--- config.mk ---
export PLATFORM = sky130hd
export DESIGN_NAME = int_dispatch_ctrl
export DESIGN_NICKNAME = d
export VERILOG_FILES = /design/src/rtl/int_pkg.sv /design/src/rtl/int_prio_enc.sv /design/src/rtl/int_dispatch_ctrl.sv
export SDC_FILE = /design/constraint.sdc
export NUM_CORES = 1
export LEC_CHECK = 0
export ABC_AREA = 1
export BUFFER_PORTS_ARGS = -buffer_cell sky130_fd_sc_hd__buf_4
export CORE_ASPECT_RATIO = 1.4
export CORE_MARGIN = 5
export CORE_UTILIZATION = 50
export CTS_CLUSTER_DIAMETER = 120
export DETAILED_ROUTE_END_ITERATION = 8
export PLACE_DENSITY_LB_ADDON = 0.25
export SKIP_CTS_REPAIR_TIMING = 1
export SLEW_MARGIN = 20
export SYNTH_ARGS = -nofsm -noshare
export SYNTH_HDL_FRONTEND = slang
export SYNTH_SLANG_ARGS = --single-unit
export TNS_END_PERCENT = 5
--- constraint.sdc ---
create_clock -name clock -period 3.3 [get_ports clock]
set_input_delay 0.33 -clock clock [delete_from_list [all_inputs] [get_ports clock]]
set_output_delay 0.33 -clock clock [all_outputs]
set_load 0.03 [all_outputs]
--- src/rtl/int_pkg.sv ---
// int_pkg: shared cause codes, FSM state encoding and default widths for the
// interrupt dispatch controller.
package int_pkg;
   localparam int ADDR_W_DEF = 16;
   typedef enum logic [1:0] {
      CAUSE_NONE  = 2'b00,
      CAUSE_SYS   = 2'b01,
      CAUSE_DMA   = 2'b10,
      CAUSE_TIMER = 2'b11
   } cause_e;
   typedef enum logic [1:0] {
      IDLE    = 2'b00,
      TAKE    = 2'b01,
      SERVICE = 2'b10
   } state_e;
endpackage

--- src/rtl/int_prio_enc.sv ---
// int_prio_enc: fixed-priority encoder, i_req = {timer, dma, syscall}; syscall wins.
module int_prio_enc
   import int_pkg::*;
(
   input  logic [2:0] i_req,
   output logic [1:0] o_cause,
   output logic [2:0] o_grant
);
   always_comb begin
      o_grant = i_req[0] ? 3'b001 : i_req[1] ? 3'b010 : i_req[2] ? 3'b100 : 3'b000;
      o_cause = i_req[0] ? CAUSE_SYS : i_req[1] ? CAUSE_DMA : i_req[2] ? CAUSE_TIMER : CAUSE_NONE;
   end
endmodule

--- src/rtl/int_dispatch_ctrl.sv ---
// int_dispatch_ctrl: latches syscall/DMA/timer requests, arbitrates them and
// redirects fetch at a user-mode instruction boundary, holding service until iret.
module int_dispatch_ctrl
   import int_pkg::*;
#(
   parameter int ADDR_W    = ADDR_W_DEF,
   parameter int DMA_CNT_W = 3
) (
   input  logic                 clock,
   input  logic                 init_flag,
   input  logic                 inst_boundary,
   input  logic [ADDR_W-1:0]    pc,
   input  logic [15:0]          r_k,
   input  logic                 timer_int,
   input  logic                 dma_op_ready,
   input  logic                 syscall_req,
   input  logic                 iret,
   input  logic [ADDR_W-1:0]    timer_int_pos,
   input  logic [ADDR_W-1:0]    op_int_pos,
   input  logic [ADDR_W-1:0]    sys_int_pos,
   output logic                 int_take,
   output logic [ADDR_W-1:0]    int_pos,
   output logic [1:0]           int_cause,
   output logic [ADDR_W-1:0]    epc,
   output logic                 in_service,
   output logic                 timer_reset_req,
   output logic [DMA_CNT_W-1:0] dma_pending,
   output logic [1:0]           err_flags
);
   state_e                r_state, w_next;
   logic                  r_sys_pend;
   logic [DMA_CNT_W-1:0]  r_dma_cnt;
   logic [ADDR_W-1:0]     r_pos, r_epc;
   logic [1:0]            r_cause, r_err;
   logic                  w_sys, w_dma, w_go, w_inc, w_dec, w_max;
   logic [1:0]            w_cause;
   logic [2:0]            w_grant;
   logic [ADDR_W-1:0]     w_vec;

   // a request arriving on the deciding edge counts, so take follows one cycle later
   assign w_sys = r_sys_pend | syscall_req;
   assign w_dma = (r_dma_cnt != '0) | dma_op_ready;

   int_prio_enc u_prio (
      .i_req   ({timer_int, w_dma, w_sys}),
      .o_cause (w_cause),
      .o_grant (w_grant)
   );

   always_comb begin
      w_go   = (r_state == IDLE) && (w_sys || w_dma || timer_int) && inst_boundary && (r_k == '0);
      w_vec  = w_grant[0] ? sys_int_pos : w_grant[1] ? op_int_pos : timer_int_pos;
      w_inc  = dma_op_ready;
      w_dec  = (r_state == TAKE) && (r_cause == CAUSE_DMA);
      w_max  = &r_dma_cnt;
      w_next = (r_state == IDLE) ? (w_go ? TAKE : IDLE) :
               (r_state == TAKE) ? SERVICE :
               (iret ? IDLE : SERVICE);
   end

   always_ff @(posedge clock or negedge init_flag) begin
      if (!init_flag) begin
         r_state    <= IDLE;
         r_sys_pend <= 1'b0;
         r_dma_cnt  <= '0;
         r_pos      <= '0;
         r_epc      <= '0;
         r_cause    <= CAUSE_NONE;
         r_err      <= '0;
      end else begin
         r_state <= w_next;
         if (w_go) begin
            r_pos   <= w_vec;
            r_cause <= w_cause;
            r_epc   <= pc;
         end
         if ((r_state == IDLE) && syscall_req)
            r_sys_pend <= 1'b1;
         else if ((r_state == TAKE) && (r_cause == CAUSE_SYS))
            r_sys_pend <= 1'b0;
         if (w_inc && !w_dec && !w_max)
            r_dma_cnt <= r_dma_cnt + DMA_CNT_W'(1);
         else if (w_dec && !w_inc)
            r_dma_cnt <= r_dma_cnt - DMA_CNT_W'(1);
         if (w_inc && !w_dec && w_max)
            r_err[0] <= 1'b1;
         if ((r_state != IDLE) && syscall_req)
            r_err[1] <= 1'b1;
      end
   end

   assign int_take        = (r_state == TAKE);
   assign in_service      = (r_state != IDLE);
   assign timer_reset_req = (r_state == TAKE) && (r_cause == CAUSE_TIMER);
   assign int_pos         = r_pos;
   assign int_cause       = r_cause;
   assign epc             = r_epc;
   assign dma_pending     = r_dma_cnt;
   assign err_flags       = r_err;
endmodule

* Yosys cells after proc, flatten, opt, wreduce, memory -nomap -nowiden
Index checks and enable logic that the tools add are counted.
** Storage, ports and cells
- Logic and storage cells :: 55
- Output and inout port bits :: 42
- Bits in registers :: 42
** Cells by class
- Reduce and logical (&&, ||, !) cells :: 24
- Bitwise operators :: 2
- Mux-type cells :: 15
- Equality and inequality tests :: 4
- Add/subtract/negate cells :: 2
** Operators by type and width (count)
- $mux W16 :: 2
- $logic_not A16 Y1 :: 1
- $mux W2 :: 8
- $logic_and A1 B1 Y1 :: 12
- $mux W3 :: 2
- $reduce_bool A2 Y1 :: 3
- $eq A2 B1 Y1 const B :: 2
- $eq A2 B2 Y1 const B :: 2
- $add A3 B1 Y3 const B :: 1
- $logic_not A1 Y1 :: 3
- $mux W1 :: 3
- $reduce_and A3 Y1 :: 1
- $reduce_bool A3 Y1 :: 1
- $sub A3 B1 Y3 const B :: 1
- $logic_not A2 Y1 :: 1
- $logic_or A1 B1 Y1 :: 2
- $or A1 B1 Y1 :: 2

* Logic depth before layout (Yosys ltp)
- Word-level depth :: 9
- Gate-level depth with buffers :: 11
- Gate-level depth less buffers :: 10

* Modules after synthesis
A second synthesis with hierarchy kept.
** Second synthesis, totals
- Cell total of the unflattened synthesis :: 326
- Area total of the unflattened synthesis :: 2387.3 sq um
** Modules (own cells, without submodules)
- int_dispatch_ctrl :: cells each 317, times used 1, area an instance 2344.7 sq um
- int_prio_enc :: cells each 9, times used 1, area an instance 42.5 sq um

* Worst setup path after synthesis
Ideal clock, no wire load.
- Kind :: flip-flop to flip-flop
- Start point :: reg r_state[1]
- End point :: reg r_dma_cnt[1], in the netlist dma_pending[1]
- Required time :: 3.182 ns
- Cell stages (with the launch flop) :: 7
- Arrival time :: 1.779 ns
- Clock period less this slack :: 1.897 ns
- Setup slack :: 1.403 ns
- Cell sequence :: dfrtp_1 nor2_1 nand3_1 nand3_1 fa_1 nand2_1 nand2_1
** Between the ends
- Longest elaborated chain between the ends :: 6
- Elaborated cells between the ends (all ways) :: 8
- Classes of those cells :: eq/ne: 1; mux: 1; reduce/logical: 6
** Ends and longest elaborated chain
- from (decl) :: line int_dispatch_ctrl.sv:30 : state_e r_state, w_next;
- from (signal assigned) :: line int_dispatch_ctrl.sv:71 : r_state <= w_next;
- $eq A2 B1 Y1 *
- named net int_take :: line int_dispatch_ctrl.sv:21 : output logic int_take,
- $logic_and A1 B1 Y1 * :: line int_dispatch_ctrl.sv:54 : w_dec = (r_state == TAKE) && (r_cause == CAUSE_DMA);
- $logic_not A1 Y1 :: line int_dispatch_ctrl.sv:81 : if (w_inc && !w_dec && !w_max)
- $logic_and A1 B1 Y1 (2 in a row) :: line int_dispatch_ctrl.sv:81
- $mux W3 / $reduce_bool A2 Y1 (equally long branches)
- to (signal assigned) :: line int_dispatch_ctrl.sv:82 : r_dma_cnt <= r_dma_cnt + DMA_CNT_W'(1);
- to (signal assigned) :: line int_dispatch_ctrl.sv:84 : r_dma_cnt <= r_dma_cnt - DMA_CNT_W'(1);
- to (decl) :: line int_dispatch_ctrl.sv:32 : logic [DMA_CNT_W-1:0] r_dma_cnt;
The timed path passes the listed nets; every way through them passes the cells marked *.
A chain may end at the register's enable or synchronous reset.

* Final worst setup path
- Start point :: reg r_dma_cnt[2], in the netlist dma_pending[2]
- End point :: reg r_epc[10], in the netlist epc[10]
** Between the ends
- Longest elaborated chain between the ends :: 7
** Ends and longest elaborated chain
- $reduce_bool A3 Y1 :: line int_dispatch_ctrl.sv:42 : assign w_dma = (r_dma_cnt != '0) | dma_op_ready;
- $or A1 B1 Y1 :: line int_dispatch_ctrl.sv:42
- $logic_or A1 B1 Y1 (2 in a row) :: line int_dispatch_ctrl.sv:51 : w_go = (r_state == IDLE) && (w_sys || w_dma || timer_int) && inst_boundary && (r_k == '0);
- $logic_and A1 B1 Y1 (3 in a row) :: line int_dispatch_ctrl.sv:51
- to (signal assigned) :: line int_dispatch_ctrl.sv:75 : r_epc <= pc;
- to (decl) :: line int_dispatch_ctrl.sv:33 : logic [ADDR_W-1:0] r_pos, r_epc;
No other way between the ends.

==> results.cfg <==
[setup_path]
cpLargestDelayFamily = simple AND/OR/NAND/NOR gates
slowest_delay_ns = 0.48
critPathBufInv = 1
cp.arrival_ns = 2.32
critical_path.cell_chain = nor2_4 -> nand3_2 -> nor2_1 -> nor2_1 -> nand2_2 -> nand2_1 -> nand2_1 -> inv_1
slowest_stage = nand2_2
critical_path_peak_fanout = 33
required_ns = 3.48
startpoint_type = flop
cp-end-kind = flop
path_class = flop to flop

[synthesis]
synth_nets = 477
ys_seq_area_share_pct = 41.2
synth_top_area_cell = dfrtp_1
netlist_top_cells_count = 138 x nand2_1, 89 x inv_1, 42 x dfrtp_1
yosys-top-cells-area = dfrtp_1 41%, nand2_1 20%, inv_1 13%
synth_edf_count = 0
synth.avg_cell_area_um2 = 6.56
syn_inst = 389
ys.flop_type = dfrtp_1
synth_cell_type_count = 21
synth_top_area_share_pct = 41.2
synth_most_common_cell = nand2_1
synth_warnings = 0
ys_seq_elements = 42
syn_area_mm2 = 0.00255
async_reset_ff_share_pct = 100

[route]
ant_nets = 0
vias_per_cell = 4.63
post_drt_wl_per_cell_um = 12.1
drtIter0Drc = 99
route.detailed.drc = 0
drt-total-wl_um = 6990
vias = 2669
dr.pass1.iters = 4

[timing]
maxSlewViolCount = 0
relSlewSlack_pct = 48.8
grt_setup_unrepaired = no
hold_violations = 0
fin_ws_ns = 1.16
setup_viol = 0
fmaxAchievable_mhz = 467
period_minus_slack_ns = 2.14
post-route-period-util_pct = 64.9
setup_tns_ns = 0
finClkSkew_ns = 0.00962
worst_slew_pin_slew_ns = 0.766

[die]
start_util_pct = 51.9
die_y_um = 94.6
core_area_mm2 = 0.00492
dieArea_mm2 = 0.00666
die_x_um = 70.4
io_pins = 129
rows = 30

[status]
status = complete, no violations

[clocking]
tritoncts = yes
clk_path_buf_depth = 2
clockRootBuffer = clkbuf_8
clkLatencyLatePin_ns = 0.29
cts_buffers = 5
clock_sinks = 42
clk_pin_slew_ns = 0.08
cts_max_level = 2

[final_layout]
antennaDiodeCount = 0
synthToLayoutAreaGrowth_pct = 41.3
stdcell_area_mm2 = 0.00361
fin_util_pct = 73.4
nets = 601
drive_gt1_share_pct = 30.0

[grt]
grt.busiest_layer = met2
grt_max_degree = 43
overflow = 0
antenna_found_initial = 0
globalRouteTotalUtil_pct = 21.2
grt_pass1_wl_um = 11400
grt_use_met1_pct = 21.7
grt_pass1_vias = 2683
met2_usage_pct = 40.4
grt_use_met3_pct = 5.86

[placement]
portBuffers = 128
gp_congestion = 0.784
placed_area_mm2 = 0.00353
pre_cts_ws_ns = 1.15
place_hpwl_um = 5360

[power]
power_density_mw_per_mm2 = 364
leakage_nw = 2.14
ir_drop_v = 0.000297
total_power_w = 0.00131

[flow_run]
maxCapViolCount = 0

[hold_path]
hold_class = input pin to async pin
layer usage:
metal	vias to the layer above	share of wire, %
met3	12	6.9
met5	-	0
met1	1196	38
met2	96	53
met4	0	1.7
li1	1365	-
layout make-up:
class / instances / area, um^2
clock buffers: 5 / 68.8
clock inverters: 2 / 10.0
fillers: 442 / 1310
inverters: 89 / 334
multi-input cells: 246 / 1100
flip-flops and latches: 42 / 1050
well taps: 64 / 80.1
repair buffers: 129 / 968
through the flow:
stage / std cells / hold WS, ns
6_report: 577 / 0.0235
5_1_grt: 577 / 0.0473
4_1_cts: 577 / 0.0324
3_5_place_dp: 570 / 0.353
3_3_place_gp: 570 / 0.349
2_1_floorplan: 389 / 0.0344
worst paths after layout:
check	end	slack (ns)	from	cells past startpoint
worst min-delay path	epc[3]	0.02	init_flag	1
min in group clock	r_state[1]	0.21	iret	2
max in group asynchronous	err_flags[1]	2.90	init_flag	1
worst max register to register	epc[10]	1.16	dma_pending[2]	8
worst min register to register	err_flags[1]	0.47	err_flags[1]	1
worst max-delay path	epc[10]	1.16	dma_pending[2]	8
where the power goes:
| part | internal [W] | switching (W) | leakage [nW] |
|---|---|---|---|
| Clock | 0.000142 | 0.000169 | 0.0438 |
| Sequential | 0.000542 | 0.0000459 | 0.436 |
| Combinational | 0.000173 | 0.000241 | 1.66 |
| Total | 0.000857 | 0.000456 | 2.14 |
cell families (layout without fill, tap and decap cells):
group	count (synthesis)	after routing	share of synthesized area, %
compound gates	5	5	1.18
xor+xnor	1	1	0.343
fa+ha+maj	1	1	0.784
buf+inv	101	225	16.0
flops	42	42	41.2
simple gates	239	239	40.5
state kept, by name, summed over array words and instances (netlist names):
signal,flops
int_pos,16
epc,16
r_sys_pend,1
r_state,2
dma_pending,3
err_flags,2
int_cause,2
layout by cell type (no fill, tap or decap), drive strengths merged:
| cell | n |
|---|---|
| or2 | 9 |
| nand3 | 32 |
| dfrtp | 42 |
| fa | 1 |
| buf | 129 |
| xor2 | 1 |
| nor2 | 46 |
| nand4 | 2 |
| o21ai | 1 |
| clkbuf | 5 |
| inv | 89 |
| nand3b | 8 |
| nor3 | 2 |
| a21o | 1 |
| clkinv | 2 |
| nand2 | 140 |
| o21bai | 1 |
| a21oi | 2 |
(Power assumes the default switching activity.)
